--- config.mk ---
export PLATFORM = sky130hd
export DESIGN_NAME = display_scan_ctrl
export DESIGN_NICKNAME = d
export VERILOG_FILES = /design/src/rtl/display_scan_ctrl.sv
export SDC_FILE = /design/constraint.sdc
export NUM_CORES = 1
export LEC_CHECK = 0
export BUFFER_PORTS_ARGS = -buffer_cell sky130_fd_sc_hd__buf_2
export CAP_MARGIN = 20
export CORE_ASPECT_RATIO = 1.5
export CORE_MARGIN = 3
export CORE_UTILIZATION = 62
export DETAILED_ROUTE_END_ITERATION = 6
export PLACE_DENSITY = 0.84
export SLEW_MARGIN = 40
export SYNTH_ARGS = -nofsm -noshare
export SYNTH_HDL_FRONTEND = slang
export SYNTH_SLANG_ARGS = --single-unit
--- constraint.sdc ---
create_clock -name clk -period 5.2 [get_ports clk]
set_clock_uncertainty 0.05 [all_clocks]
set_input_delay 0.26 -clock clk [delete_from_list [all_inputs] [get_ports clk]]
set_output_delay 0.26 -clock clk [all_outputs]
set_load 0.02 [all_outputs]
--- src/rtl/display_scan_ctrl.sv ---
// -----------------------------------------------------------------------------
// display_scan_ctrl
// Time-multiplexed scan controller for an 8-digit 7-segment display. One digit
// is driven per scan slot (nibble, digit index, enable). A double-buffered
// 32-bit frame is loaded over valid/ready, and a newly loaded frame is promoted
// to the displayed buffer only at a frame boundary, so digits never tear.
//
// Optional feature macro: BLINK_EN
//   defined   -> iBlinkMask port and a blink frame counter gate oEna
//   undefined -> oEna depends only on the slot phase and iDigitEn
// -----------------------------------------------------------------------------
module display_scan_ctrl #(
  parameter int SCAN_DIV   = 100000, // clk cycles per digit slot
  parameter int BLANK_CYC  = 1000,   // blanked cycles at the start of each slot
  parameter int NUM_DIGITS = 8,      // digits scanned, 1..8
  parameter int BLINK_DIV  = 250     // frames per blink half-period
) (
  input  logic        clk,
  input  logic        rst_n,
  input  logic [31:0] iValue,
  input  logic        iValid,
  output logic        oReady,
  input  logic [7:0]  iDigitEn,
`ifdef BLINK_EN
  input  logic [7:0]  iBlinkMask,
`endif
  output logic [3:0]  oData,
  output logic [2:0]  oSel,
  output logic        oEna,
  output logic        oFrameStart
);

  localparam int               CNT_W     = (SCAN_DIV > 1) ? $clog2(SCAN_DIV) : 1;
  localparam logic [CNT_W-1:0] CNT_LAST  = CNT_W'(SCAN_DIV - 1);
  localparam logic [CNT_W-1:0] BLANK_END = CNT_W'(BLANK_CYC);
  localparam logic [2:0]       IDX_LAST  = 3'(NUM_DIGITS - 1);

  localparam logic [0:0] ST_BLANK = 1'b0;
  localparam logic [0:0] ST_SHOW  = 1'b1;

  logic [CNT_W-1:0] scanCnt, cntNext;
  logic [2:0]       digitIdx, idxNext;
  logic [0:0]       state, stateNext;
  logic [31:0]      activeFrame, pendingFrame;
  logic             pendingNext;
  logic             slotEnd, frameEnd, accept;
  logic             blinkOff, litNow;

  // Decode the next scan position, next FSM state and handshake for this cycle.
  always_comb begin
    // NOTE: every signal driven here gets a value before any branch, so no latch is inferred.
    cntNext     = scanCnt + 1'b1;
    idxNext     = digitIdx;
    slotEnd     = (scanCnt == CNT_LAST);
    frameEnd    = slotEnd && (digitIdx == IDX_LAST);
    if (slotEnd) begin
      cntNext = '0;
      idxNext = frameEnd ? 3'd0 : digitIdx + 3'd1;
    end
    stateNext   = (cntNext >= BLANK_END) ? ST_SHOW : ST_BLANK;
    accept      = iValid && oReady;
    // A word accepted on the boundary cycle stays pending: the pending buffer
    // was empty, so nothing transfers and the new word waits a full frame.
    pendingNext = accept ? 1'b1 : (frameEnd ? 1'b0 : !oReady);
  end

`ifdef BLINK_EN
  localparam int               FC_W    = $clog2(2 * BLINK_DIV);
  localparam logic [FC_W-1:0]  FC_LAST = FC_W'(2 * BLINK_DIV - 1);
  localparam logic [FC_W-1:0]  FC_OFF  = FC_W'(BLINK_DIV);

  logic [FC_W-1:0] frameCnt;

  // Count frame boundaries modulo two blink half-periods.
  always_ff @(posedge clk or negedge rst_n) begin
    if (!rst_n) begin
      frameCnt <= '0;
    end else if (frameEnd) begin
      frameCnt <= (frameCnt == FC_LAST) ? '0 : frameCnt + 1'b1;
    end
  end

  assign blinkOff = (frameCnt >= FC_OFF) && iBlinkMask[digitIdx];
`else
  assign blinkOff = 1'b0;
`endif

  assign litNow = (state == ST_SHOW) && iDigitEn[digitIdx] && !blinkOff;

  // Advance the slot counter, digit index and BLANK/SHOW state.
  always_ff @(posedge clk or negedge rst_n) begin
    if (!rst_n) begin
      scanCnt  <= '0;
      digitIdx <= 3'd0;
      state    <= ST_BLANK;
    end else begin
      // NOTE: non-blocking assignments so every register samples pre-edge values.
      scanCnt  <= cntNext;
      digitIdx <= idxNext;
      state    <= stateNext;
    end
  end

  // Double buffer: accept into pending, promote to active at a frame boundary.
  always_ff @(posedge clk or negedge rst_n) begin
    if (!rst_n) begin
      // NOTE: both frame buffers are plain registers and are reset, so the first
      // frame after reset displays zeros instead of power-up garbage.
      activeFrame  <= '0;
      pendingFrame <= '0;
      oReady       <= 1'b1;
    end else begin
      if (accept) begin
        pendingFrame <= iValue;
      end
      if (frameEnd && !oReady) begin
        activeFrame <= pendingFrame;
      end
      oReady <= !pendingNext;
    end
  end

  // Registered display outputs; digit index and nibble change only at slot start.
  always_ff @(posedge clk or negedge rst_n) begin
    if (!rst_n) begin
      oData       <= 4'd0;
      oSel        <= 3'd0;
      oEna        <= 1'b0;
      oFrameStart <= 1'b0;
    end else begin
      oFrameStart <= (scanCnt == '0) && (digitIdx == 3'd0);
      oEna        <= litNow;
      if (scanCnt == '0) begin
        oSel  <= digitIdx;
        oData <= activeFrame[{digitIdx, 2'b00} +: 4];
      end
    end
  end

endmodule

==> Word level (Yosys, flattened, before mapping) <==
Index checks and enable logic that the tools add are counted.
{ "word_totals": {"n_memories": 0, "input_bits": 43, "reg_bits": 95, "rom_bits": 0, "latch_bits": 0, "ramBits": 0} }
{ "op_classes": {"n_shift": 1, "n_lt_le_gt_ge": 2, "n_eq_ne": 2, "bitwise": 0, "mul": 0, "reduce_logical": 9, "n_addsub": 2, "n_mux": 7, "div_mod_pow": 0} }
{ "op_table": {"columns": ["operator", "count"], "rows": [
  ["$shiftx A32 B6 Y4", 1],
  ["$add A17 B1 Y17 const B", 1],
  ["$eq A17 B17 Y1 const B", 1],
  ["$ge A17 B10 Y1 const B", 1],
  ["$logic_not A17 Y1", 1],
  ["$mux W17", 1],
  ["$logic_and A1 B1 Y1", 5],
  ["$lt A3 B4 Y1 const B", 1],
  ["$mux W1", 4],
  ["$add A3 B1 Y3 const B", 1],
  ["$bmux W1 S3", 1],
  ["$eq A3 B3 Y1 const B", 1],
  ["$logic_not A3 Y1", 1],
  ["$mux W3", 1],
  ["$logic_not A1 Y1", 2]
]} }

==> Depth between registers and ports, before layout <==
Gate-level depths: netlist of the first run.
{ "depth": {"ltp_word": 5, "ltp_mapped": 7, "depth_no_buf": 6} }

==> Worst setup path after synthesis of the first run <==
OpenSTA, ideal clock, no wires.
{ "synth_path": {"path_kind": "register to register", "start": "register scanCnt[5]", "end": "register activeFrame[10]", "setup_ps": 125, "path_stages_with_launch": 8, "arrival_time_ps": 2198, "synth_period_minus_slack_ps": 2374, "setup_slack_ps": 2826, "path_buffers": 2, "cell_sequence": "dfrtp_1 -> buf_6 -> or4_4 -> nor3_4 -> nand2_4 -> nor3b_4 -> buf_6 -> mux2_4"} }
{ "synth_between": {"elab_chain_len": 3} }
{ "synth_rtl": {"columns": ["element", "line", "rtl"], "rows": [
  ["start: declaration", "41", "logic [CNT_W-1:0] scanCnt, cntNext;"],
  ["start signal: assignment", "98", "scanCnt <= cntNext;"],
  ["$eq A17 B17 Y1", "54", "slotEnd = (scanCnt == CNT_LAST);"],
  ["$logic_and A1 B1 Y1", "55", "frameEnd = slotEnd && (digitIdx == IDX_LAST);"],
  ["$logic_and A1 B1 Y1", "116", "if (frameEnd && !oReady) begin"],
  ["end signal: assignment", "117", "activeFrame <= pendingFrame;"],
  ["end: declaration", "44", "logic [31:0] activeFrame, pendingFrame;"]
]} }
No other way between the ends.
A chain may end at the register's enable or synchronous reset.

==> Worst setup path after layout of the first run <==
{ "layout_path": {"start": "register scanCnt[5]", "end": "register activeFrame[0]"} }
The elaborated chain is that of the path after synthesis.

==> results.sh, run 1 <==
export IMPL_status="complete, no violations"
export IMPL_slew_headroom=0.5557
export IMPL_fin_util=0.7346
export IMPL_synth_top_family_by_area="multiplexers"
export IMPL_vias=2533
export IMPL_end_kind="flip-flop"
export IMPL_synth_cell_type_count=50
export IMPL_areaGrowthSynthToFinish_pct=11.57
export IMPL_dieArea_um2=8146
export IMPL_p_per_area_nw_per_um2=256.7
export IMPL_track_usage=0.2202
export IMPL_synth_compound_area_frac=0.02395
export IMPL_yosys_area_share_simple=0.08922
export IMPL_clock_path_buffers=2
export IMPL_cts_setup_buffers=0
export IMPL_yosysSeqAreaShare=0.5419
export IMPL_place_congestion=0.8724
export IMPL_crit_chain="or4_4, nor3_4, nand2_4, nor3b_4, buf_4, mux2_2"
export IMPL_cts_buffers=9
export IMPL_rsz0062_at_grt="no"
export IMPL_dr_pass1_iters=4
export IMPL_setup_viol=0
export IMPL_min_period_over_period=0.5136
export IMPL_totalWireLength_mm=7.906
export IMPL_critPathKind="reg2reg"
export IMPL_ys_flop_type="dfrtp_1"
export IMPL_final_cells=432
export IMPL_num_io_pins=53
export IMPL_drtIter0Drc=89
export IMPL_synth_xor_area_frac=0.02993
export IMPL_worst_pin_slew_ps=666.4
export IMPL_portBuffers=52
export IMPL_cts_num_sinks=95
export IMPL_synthArstFlopShare=1.000
export IMPL_fin_area_um2=4897
export IMPL_clkTransAtPathRegs_ps=90
export IMPL_antenna_found_initial=0
export IMPL_final_common_cell="dfrtp_1"
export IMPL_fin_setup_tns_ps=0
export IMPL_arrival_ps=2860
export IMPL_syn_cell_area_um2=4389
export IMPL_final_cell_mix="dfrtp_1 (93), buf_2 (51), mux2_2 (46)"
export IMPL_synth_avg_cell_area_um2=14.63
export IMPL_finalMaxSlewViolations=0
export IMPL_nets=399
export IMPL_core_um2=6666
export IMPL_fmax_ghz=0.3744
export IMPL_synth_seq_cells=95
export IMPL_drive_gt1_frac=0.4860
export IMPL_initial_core_util=0.6584
export IMPL_die_h_um=109.1
export IMPL_fp_dieW_um=74.70
export IMPL_fin_crit_ps=2671
export IMPL_synth_fp_nets=348
export IMPL_synth_edff_count=0
export IMPL_grt_pass1_vias=2661
export IMPL_vdd_ir_drop_worst_mv=0.2292
export IMPL_slowest_delay_ps=590
export IMPL_grt_max_degree=57
export IMPL_placed_cells=415
export IMPL_cts_tree="yes"
export IMPL_hold_viol=0
export IMPL_num_antenna_cells=0
export IMPL_synthCells=300
export IMPL_fp_row_count=36
export IMPL_drt_vias_per_instance=5.863
export IMPL_crit_path_start_kind="flip-flop"
export IMPL_worstPathRequired_ps=5390
export IMPL_max_cap_violations=0
export IMPL_cts_htree_levels=3
export IMPL_drc=0
export IMPL_cts_root_buf="clkbuf_8"
export IMPL_wl_per_cell_um=18.30
export IMPL_clock_latency_ps=350
export IMPL_min_path_type="in2reg"
export IMPL_cp_slowest_cell="or4_4"
export IMPL_hpwl_mm=5.564
export IMPL_ant_nets=0
export IMPL_synth_area_mux_share=0.2731
export IMPL_yosys_warnings=0
export IMPL_grt_overflow=0
export IMPL_p_leak_nw=2.469
export IMPL_postPlaceCellArea_um2=4678
export IMPL_holdWs_ps=84.97
export IMPL_cp_max_fo=33
export IMPL_grt_pass1_wl_mm=13.12
export IMPL_synthAdderAreaFrac=0.01425
-- report_power, final --
group | internal (mW) | switching, mW | leakage, nW
clock | 0.248 | 0.240 | 0.105
combinational | 0.0135 | 0.0181 | 1.06
sequential | 0.738 | 0 | 1.31
-- critical path, delay by kind of cell, from the launching register on --
family / cells / cell delay (ps)
DFF: 1 / 460
buffers and inverters: 1 / 510
muxes: 1 / 400
and+or+nand+nor: 4 / 1110
-- synthesized netlist by cell type, types with 3 or more instances --
master | count | area (µm²)
nand4_1 | 11 | 68.82
nand2_1 | 5 | 18.77
mux2_2 | 46 | 518.0
clkbuf_1 | 6 | 22.52
o21ai_0 | 3 | 15.01
buf_1 | 5 | 18.77
xnor2_1 | 10 | 87.58
nand3_1 | 6 | 30.03
xor2_1 | 5 | 43.79
mux2_4 | 29 | 435.4
nor2_1 | 9 | 33.78
dfrtp_1 | 94 | 2352
and2_2 | 5 | 37.54
mux4_2 | 10 | 225.2
buf_6 | 4 | 45.04
ha_1 | 5 | 62.56
inv_1 | 8 | 30.03
-- stage by stage --
| step | total power [mW] | setup slack (ps) |
|---|---|---|
| 2_1_floorplan | 0.7548 | 2826 |
| 3_3_place_gp | 0.7841 | 2576 |
| 3_5_place_dp | 0.7849 | 2549 |
| 4_1_cts | 1.272 | 2524 |
| 5_1_grt | 1.306 | 2415 |
| 6_report | 1.257 | 2529 |
-- registers in the layout (all words and copies together), names as in the netlist --
name and flops:
scanCnt 17, oFrameStart 1, oData 4, pendingFrame 32, oReady 1, state 1, oSel 3, oEna 1
digitIdx 3, activeFrame 32
-- kinds of logic after synthesis --
family | Yosys count
mux | 87
fa+ha+maj | 5
flops | 95
simple gates | 59
buf+inv | 24
compound gates | 15
xor+xnor | 15
-- layer usage --
| layer | track usage | up-vias | share of wire |
|---|---|---|---|
| met4 | 0.1043 | 0 | 0.029 |
| met3 | 0.05258 | 16 | 0.035 |
| met2 | 0.3730 | 52 | 0.55 |
| met5 | 0 | - | 0 |
| met1 | 0.2591 | 1283 | 0.38 |
| li1 | - | 1182 | - |
-- cell type report --
type | count | area (µm²)
flip-flops and latches | 95 | 2380
well taps | 76 | 95.09
clock inverters | 5 | 56.30
inverters | 8 | 30.03
clock buffers | 11 | 151.4
multi-input cells | 181 | 1889
fillers | 408 | 1769
repair buffers | 56 | 295.3
-- worst paths after layout --
path | cells past startpoint | slack [ps] | from | end
setup / recovery | 6 | 2530 | scanCnt[5] | activeFrame[0]
hold / removal | 2 | 80 | iValue[7] | pendingFrame[7]
setup reg to reg | 6 | 2530 | scanCnt[5] | activeFrame[0]
hold reg to reg | 1 | 430 | state | oEna
max in group asynchronous | 3 | 3640 | rst_n | digitIdx[0]
min in group asynchronous | 2 | 370 | rst_n | scanCnt[7]
-- timing repair --
item	in CTS	in global routing
gates resized for setup	0	0
endpoints found under the hold margin	39	0
hold buffers	1	0
Power figures use the tool's default switching activity.
==> run 2: changes to the inputs <==
CORE_UTILIZATION = 58   (was 62)
PLACE_DENSITY = 0.8   (was 0.84)
clock period = 2.7 ns   (was 5.2 ns; I/O delays follow)
==> results.sh, run 2 (synthesized netlist as in run 1, its figures left out) <==
export IMPL_status="complete, no violations"
export IMPL_wl_met3_um=207
export IMPL_num_antenna_cells=0
export IMPL_critPathTopFamily="simple AND/OR/NAND/NOR gates"
export IMPL_intPower_mw=1.836
export IMPL_crit_path_start_kind="flip-flop"
export IMPL_end_kind="flip-flop"
export IMPL_arrival_ps=2680
export IMPL_clkTransAtPathRegs_ps=90
export IMPL_core_um2=7274
export IMPL_power_switching_uw=481.7
export IMPL_place_ws_ps=244.6
export IMPL_seqPwrFrac=0.613
export IMPL_grt_overflow=0
export IMPL_initial_core_util=0.6034
export IMPL_ant_nets=0
export IMPL_cp_max_fo=33
export IMPL_grt_pass1_vias=3013
export IMPL_dr_pass1_iters=4
export IMPL_cts_setup_buffers=0
export IMPL_cts_root_buf="clkbuf_8"
export IMPL_drc=0
export IMPL_grt_max_degree=49
export IMPL_clock_latency_ps=350
export IMPL_critPathKind="reg2reg"
export IMPL_min_path_type="in2reg"
export IMPL_drtIter0Drc=100
export IMPL_slowest_delay_ps=600
export IMPL_totalWireLength_mm=8.734
export IMPL_fin_ws_ps=205.5
export IMPL_clock_path_buffers=2
export IMPL_r2r_start="scanCnt[5]"
export IMPL_min_period_over_period=0.9239
export IMPL_total_power_mw=2.317
export IMPL_fmax_ghz=0.4009
export IMPL_p_leak_nw=2.620
export IMPL_antenna_found_initial=0
export IMPL_cts_htree_levels=3
export IMPL_grt_pass1_wl_mm=14.76
export IMPL_hp_start="iValid"
export IMPL_drive_gt1_frac=0.4402
export IMPL_drt_vias_per_instance=5.377
export IMPL_endpoint="activeFrame[31]"
export IMPL_place_congestion=0.8718
export IMPL_ctsResizeCount=0
export IMPL_fin_setup_tns_ps=0
export IMPL_p_per_area_nw_per_um2=440.0
export IMPL_highest_layer="met4"
export IMPL_combinationalPowerShare=0.044
export IMPL_worst_pin_slew_ps=603.0
export IMPL_fp_dieW_um=77.03
export IMPL_holdWs_ps=34.74
export IMPL_cp_depth=6
export IMPL_setup_viol=0
export IMPL_regArea_um2=2379
export IMPL_worstPathRequired_ps=2880
export IMPL_routed_wl_met2_mm=4.932
export IMPL_max_cap_violations=0
export IMPL_finalMaxSlewViolations=0
export IMPL_path_buf_inv=1
export IMPL_vias=2651
export IMPL_slew_headroom=0.5980
export IMPL_ctsHoldBuffers=33
export IMPL_hold_viol=0
export IMPL_num_io_pins=53
export IMPL_r2r_setup_slack_ps=210
export IMPL_postPlaceCellArea_um2=4778
export IMPL_die_h_um=112.5
export IMPL_r2r_cells=6
export IMPL_final_cell_mix="dfrtp_1 (94), buf_2 (51), mux2_2 (46)"
export IMPL_cp_slowest_cell="or4_4"
export IMPL_crit_path_start="scanCnt[5]"
export IMPL_hpwl_mm=5.620
export IMPL_vdd_ir_drop_worst_mv=0.3774
export IMPL_wl_per_cell_um=17.72
export IMPL_switching_share=0.2078
export IMPL_fin_area_um2=5266
export IMPL_clockPowerShare=0.342
export IMPL_cts_buffers=9
export IMPL_crit_chain="or4_4, nor3_4, nand2_4, nor3b_4, buf_12, mux2_2"
export IMPL_fin_crit_ps=2495
export IMPL_fp_row_count=38
export IMPL_whs_path_depth=3
export IMPL_cts_num_sinks=95
export IMPL_rsz0062_at_grt="no"
export IMPL_areaGrowthSynthToFinish_pct=19.98
export IMPL_track_usage=0.2184
export IMPL_dieArea_um2=8669
export IMPL_portBuffers=52
export IMPL_reg_top3="activeFrame: 32 flops, pendingFrame: 32 flops, scanCnt: 17 flops"
export IMPL_cts_tree="yes"
export IMPL_final_common_cell="dfrtp_1"
export IMPL_fillers=469
export IMPL_r2r_end="activeFrame[31]"
export IMPL_wl_met1_mm=3.467
export IMPL_nets=437
export IMPL_multi_input_area_um2=1889
==> run 2: cell count changes in the layout (fill, tap and decap cells not counted), sizes merged <==
cell / before / now
dlygate4sd3: 1 / 33
buf: 55 / 61
clkbuf: 11 / 14
clkinv: 3 / 1
bufinv: 1 / 0
clkinvlp: 1 / 0
==> run 2: through the flow <==
| stage | std cells | util |
|---|---|---|
| after global placement | 445 | 0.6569 |
| final | 493 | 0.7239 |
| after global routing | 493 | 0.7239 |
| after floorplan | 300 | - |
| after detailed placement | 445 | 0.6569 |
| after CTS | 493 | 0.7239 |
==> run 2: how the worst min path moves through the flow <==
| stage | slack, ps | end |
|---|---|---|
| final | 30 | oReady |
| after global routing | 30 | oReady |
| after CTS | 20 | oReady |
| after detailed placement | 130 | oEna |
| after global placement | 130 | oEna |
| after floorplan | -210 | activeFrame[0] |
==> run 2: cell type report <==
cell class / instances / share of cell area
clock inverter: 1 / 0.0009503
sequential: 95 / 0.4517
timing repair buffer: 94 / 0.1302
tap: 100 / 0.02376
multi-input combinational: 181 / 0.3588
clock buffer: 14 / 0.02899
inverter: 8 / 0.005702
==> run 2: routing by layer <==
layer,track usage,vias to the layer above
met3,0.04013,8
met1,0.2516,1356
met4,0.07601,0
met2,0.4040,32
met5,0,-
li1,-,1255
==> run 2: tightest hold or removal path, stage by stage <==
cell and delay, ps:
buf_2 120, inv_1 50, a21o_1 100
==> run 2: power by group through the flow <==
stage | Combinational (mW) | Sequential, mW | Clock (mW)
finish | 0.102 | 1.42 | 0.794
global placement | 0.0628 | 1.45 | 0
floorplan | 0.00348 | 1.45 | 0
detailed placement | 0.0651 | 1.45 | 0
CTS | 0.102 | 1.42 | 0.814
global route | 0.114 | 1.42 | 0.872
==> run 3: changes to the inputs <==
CORE_UTILIZATION = 30   (was 58)
PLACE_DENSITY = default   (was 0.8)
SETUP_SLACK_MARGIN = 0.2   (was default)
==> results.sh, run 3 (synthesized netlist as in run 1, its figures left out) <==
export IMPL_status="complete, no violations"
export IMPL_final_common_cell="dfrtp_1"
export IMPL_crit_path_frequent_cell="buf_6"
export IMPL_cp_slowest_cell="or3_2"
export IMPL_fp_row_count=53
export IMPL_finalMaxSlewViolations=0
export IMPL_min_path_type="in2reg"
export IMPL_setup_viol=0
export IMPL_cp_max_fo=8
export IMPL_num_io_pins=53
export IMPL_slowest_delay_ps=530
export IMPL_ant_nets=0
export IMPL_p_leak_nw=2.736
export IMPL_cts_root_buf="clkbuf_16"
export IMPL_cts_buffers=9
export IMPL_crit_path_start_kind="flip-flop"
export IMPL_crit_path_start="scanCnt[13]"
export IMPL_initial_core_util=0.3093
export IMPL_hp_start="iValue[3]"
export IMPL_nets=443
export IMPL_dieArea_um2=16150
export IMPL_reg_top3="activeFrame: 32 flops, pendingFrame: 32 flops, scanCnt: 17 flops"
export IMPL_antenna_found_initial=0
export IMPL_vias=2703
export IMPL_wl_per_cell_um=15.74
export IMPL_grt_overflow=0
export IMPL_final_cell_mix="dfrtp_1 (91), buf_2 (51), mux2_2 (46)"
export IMPL_arrival_ps=2590
export IMPL_grt_pass1_wl_mm=14.99
export IMPL_fin_setup_tns_ps=0
export IMPL_r2r_start="scanCnt[13]"
export IMPL_end_kind="flip-flop"
export IMPL_dr_pass1_iters=4
export IMPL_p_per_area_nw_per_um2=514.8
export IMPL_slew_headroom=0.5758
export IMPL_drive_gt1_frac=0.4700
export IMPL_cts_num_sinks=95
export IMPL_critPathTopFamily="simple AND/OR/NAND/NOR gates"
export IMPL_clkTransAtPathRegs_ps=70
export IMPL_worst_pin_slew_ps=634.8
export IMPL_crit_chain="or3_2, nor3_4, nand2_4, nor3b_4, buf_6, buf_6, mux2_4"
export IMPL_grt_pass1_vias=2807
export IMPL_min_period_over_period=0.8949
export IMPL_track_usage=0.1185
export IMPL_areaGrowthSynthToFinish_pct=28.56
export IMPL_fmax_ghz=0.4139
export IMPL_hold_viol=0
export IMPL_worstPathRequired_ps=2870
export IMPL_totalWireLength_mm=9.318
export IMPL_drt_vias_per_instance=4.566
export IMPL_fin_area_um2=5643
export IMPL_drtIter0Drc=119
export IMPL_clock_latency_ps=340
export IMPL_postPlaceCellArea_um2=4901
export IMPL_core_um2=14190
export IMPL_portBuffers=52
export IMPL_cts_htree_levels=3
export IMPL_hpwl_mm=6.627
export IMPL_cts_tree="yes"
export IMPL_die_h_um=154.1
export IMPL_fillers=1398
export IMPL_fp_dieW_um=104.8
export IMPL_max_cap_violations=0
export IMPL_grt_max_degree=64
export IMPL_vdd_ir_drop_worst_mv=0.2929
export IMPL_holdWs_ps=6.902
export IMPL_fin_crit_ps=2416
export IMPL_place_congestion=0.8754
export IMPL_critPathKind="reg2reg"
export IMPL_num_antenna_cells=0
export IMPL_rsz0062_at_grt="no"
export IMPL_r2r_setup_slack_ps=280
export IMPL_drc=0
export IMPL_path_buf_inv=2
export IMPL_clock_path_buffers=2
==> run 3: cell types whose count changed in the layout (fill, tap and decap cells not counted), moves of 2 or more <==
| cell | change |
|---|---|
| clkbuf_16 | +11 |
| clkbuf_8 | -10 |
| clkbuf_1 | -4 |
| buf_4 | +3 |
| dfrtp_1 | -3 |
| dfrtp_2 | +3 |
| buf_6 | +2 |
| bufinv_16 | +2 |
| clkinv_4 | +2 |
==> run 3: path summary, 6_finish.rpt <==
path / cells past startpoint / end
worst max-delay path: 7 / activeFrame[13]
worst min-delay path: 2 / pendingFrame[3]
worst max register to register: 7 / activeFrame[13]
worst min register to register: 1 / oEna
max in group asynchronous: 3 / oReady
min in group asynchronous: 2 / activeFrame[1]
==> run 3: metal layers <==
layer / vias to the layer above / GRT usage / share of wire
li1: 1289 / - / -
met1: 1363 / 0.1446 / 0.41
met4: 0 / 0.05128 / 0.019
met5: - / 0 / 0
met3: 10 / 0.02310 / 0.029
met2: 41 / 0.2029 / 0.54
==> run 3: worst register-to-register path, delay by kind of cell (launching register included) <==
| family | cells | cell delay [ps] |
|---|---|---|
| buffers and inverters | 2 | 340 |
| flip-flops | 1 | 460 |
| multiplexers | 1 | 310 |
| AND/OR/NAND/NOR | 4 | 1160 |
==> run 3: where the power goes <==
| part | switching (mW) | internal, mW |
|---|---|---|
| Combinational | 0.0434 | 0.0572 |
| Sequential | 0 | 1.42 |
| Clock | 0.557 | 0.824 |
==> run 3: layout make-up <==
class,instances,area [µm²],area share
clock buffers,9,225.2,0.03991
clock inverters,7,105.1,0.01863
inverters,8,30.03,0.005322
multi-input cells,181,1889,0.3348
flip-flops and latches,95,2382,0.4222
well taps,192,240.2,0.04257
repair buffers,100,770.7,0.1366
==> run 3: timing repair <==
item | CTS | global route
setup endpoints to repair | 0 | 29
hold buffers | 32 | 0
resized for setup | 0 | 4
setup buffers | 0 | 3
endpoints found under the hold margin | 63 | 0
==> run 3: stage by stage <==
step	std cells	setup slack, ps	utilization	power, mW
6_report	592	283.8	0.3976	2.905
5_1_grt	592	192.7	0.3976	3.014
4_1_cts	586	209.5	0.3912	2.943
3_5_place_dp	538	241.6	0.3454	1.519
3_3_place_gp	538	267.7	0.3454	1.517
2_1_floorplan	300	326.4	-	1.454
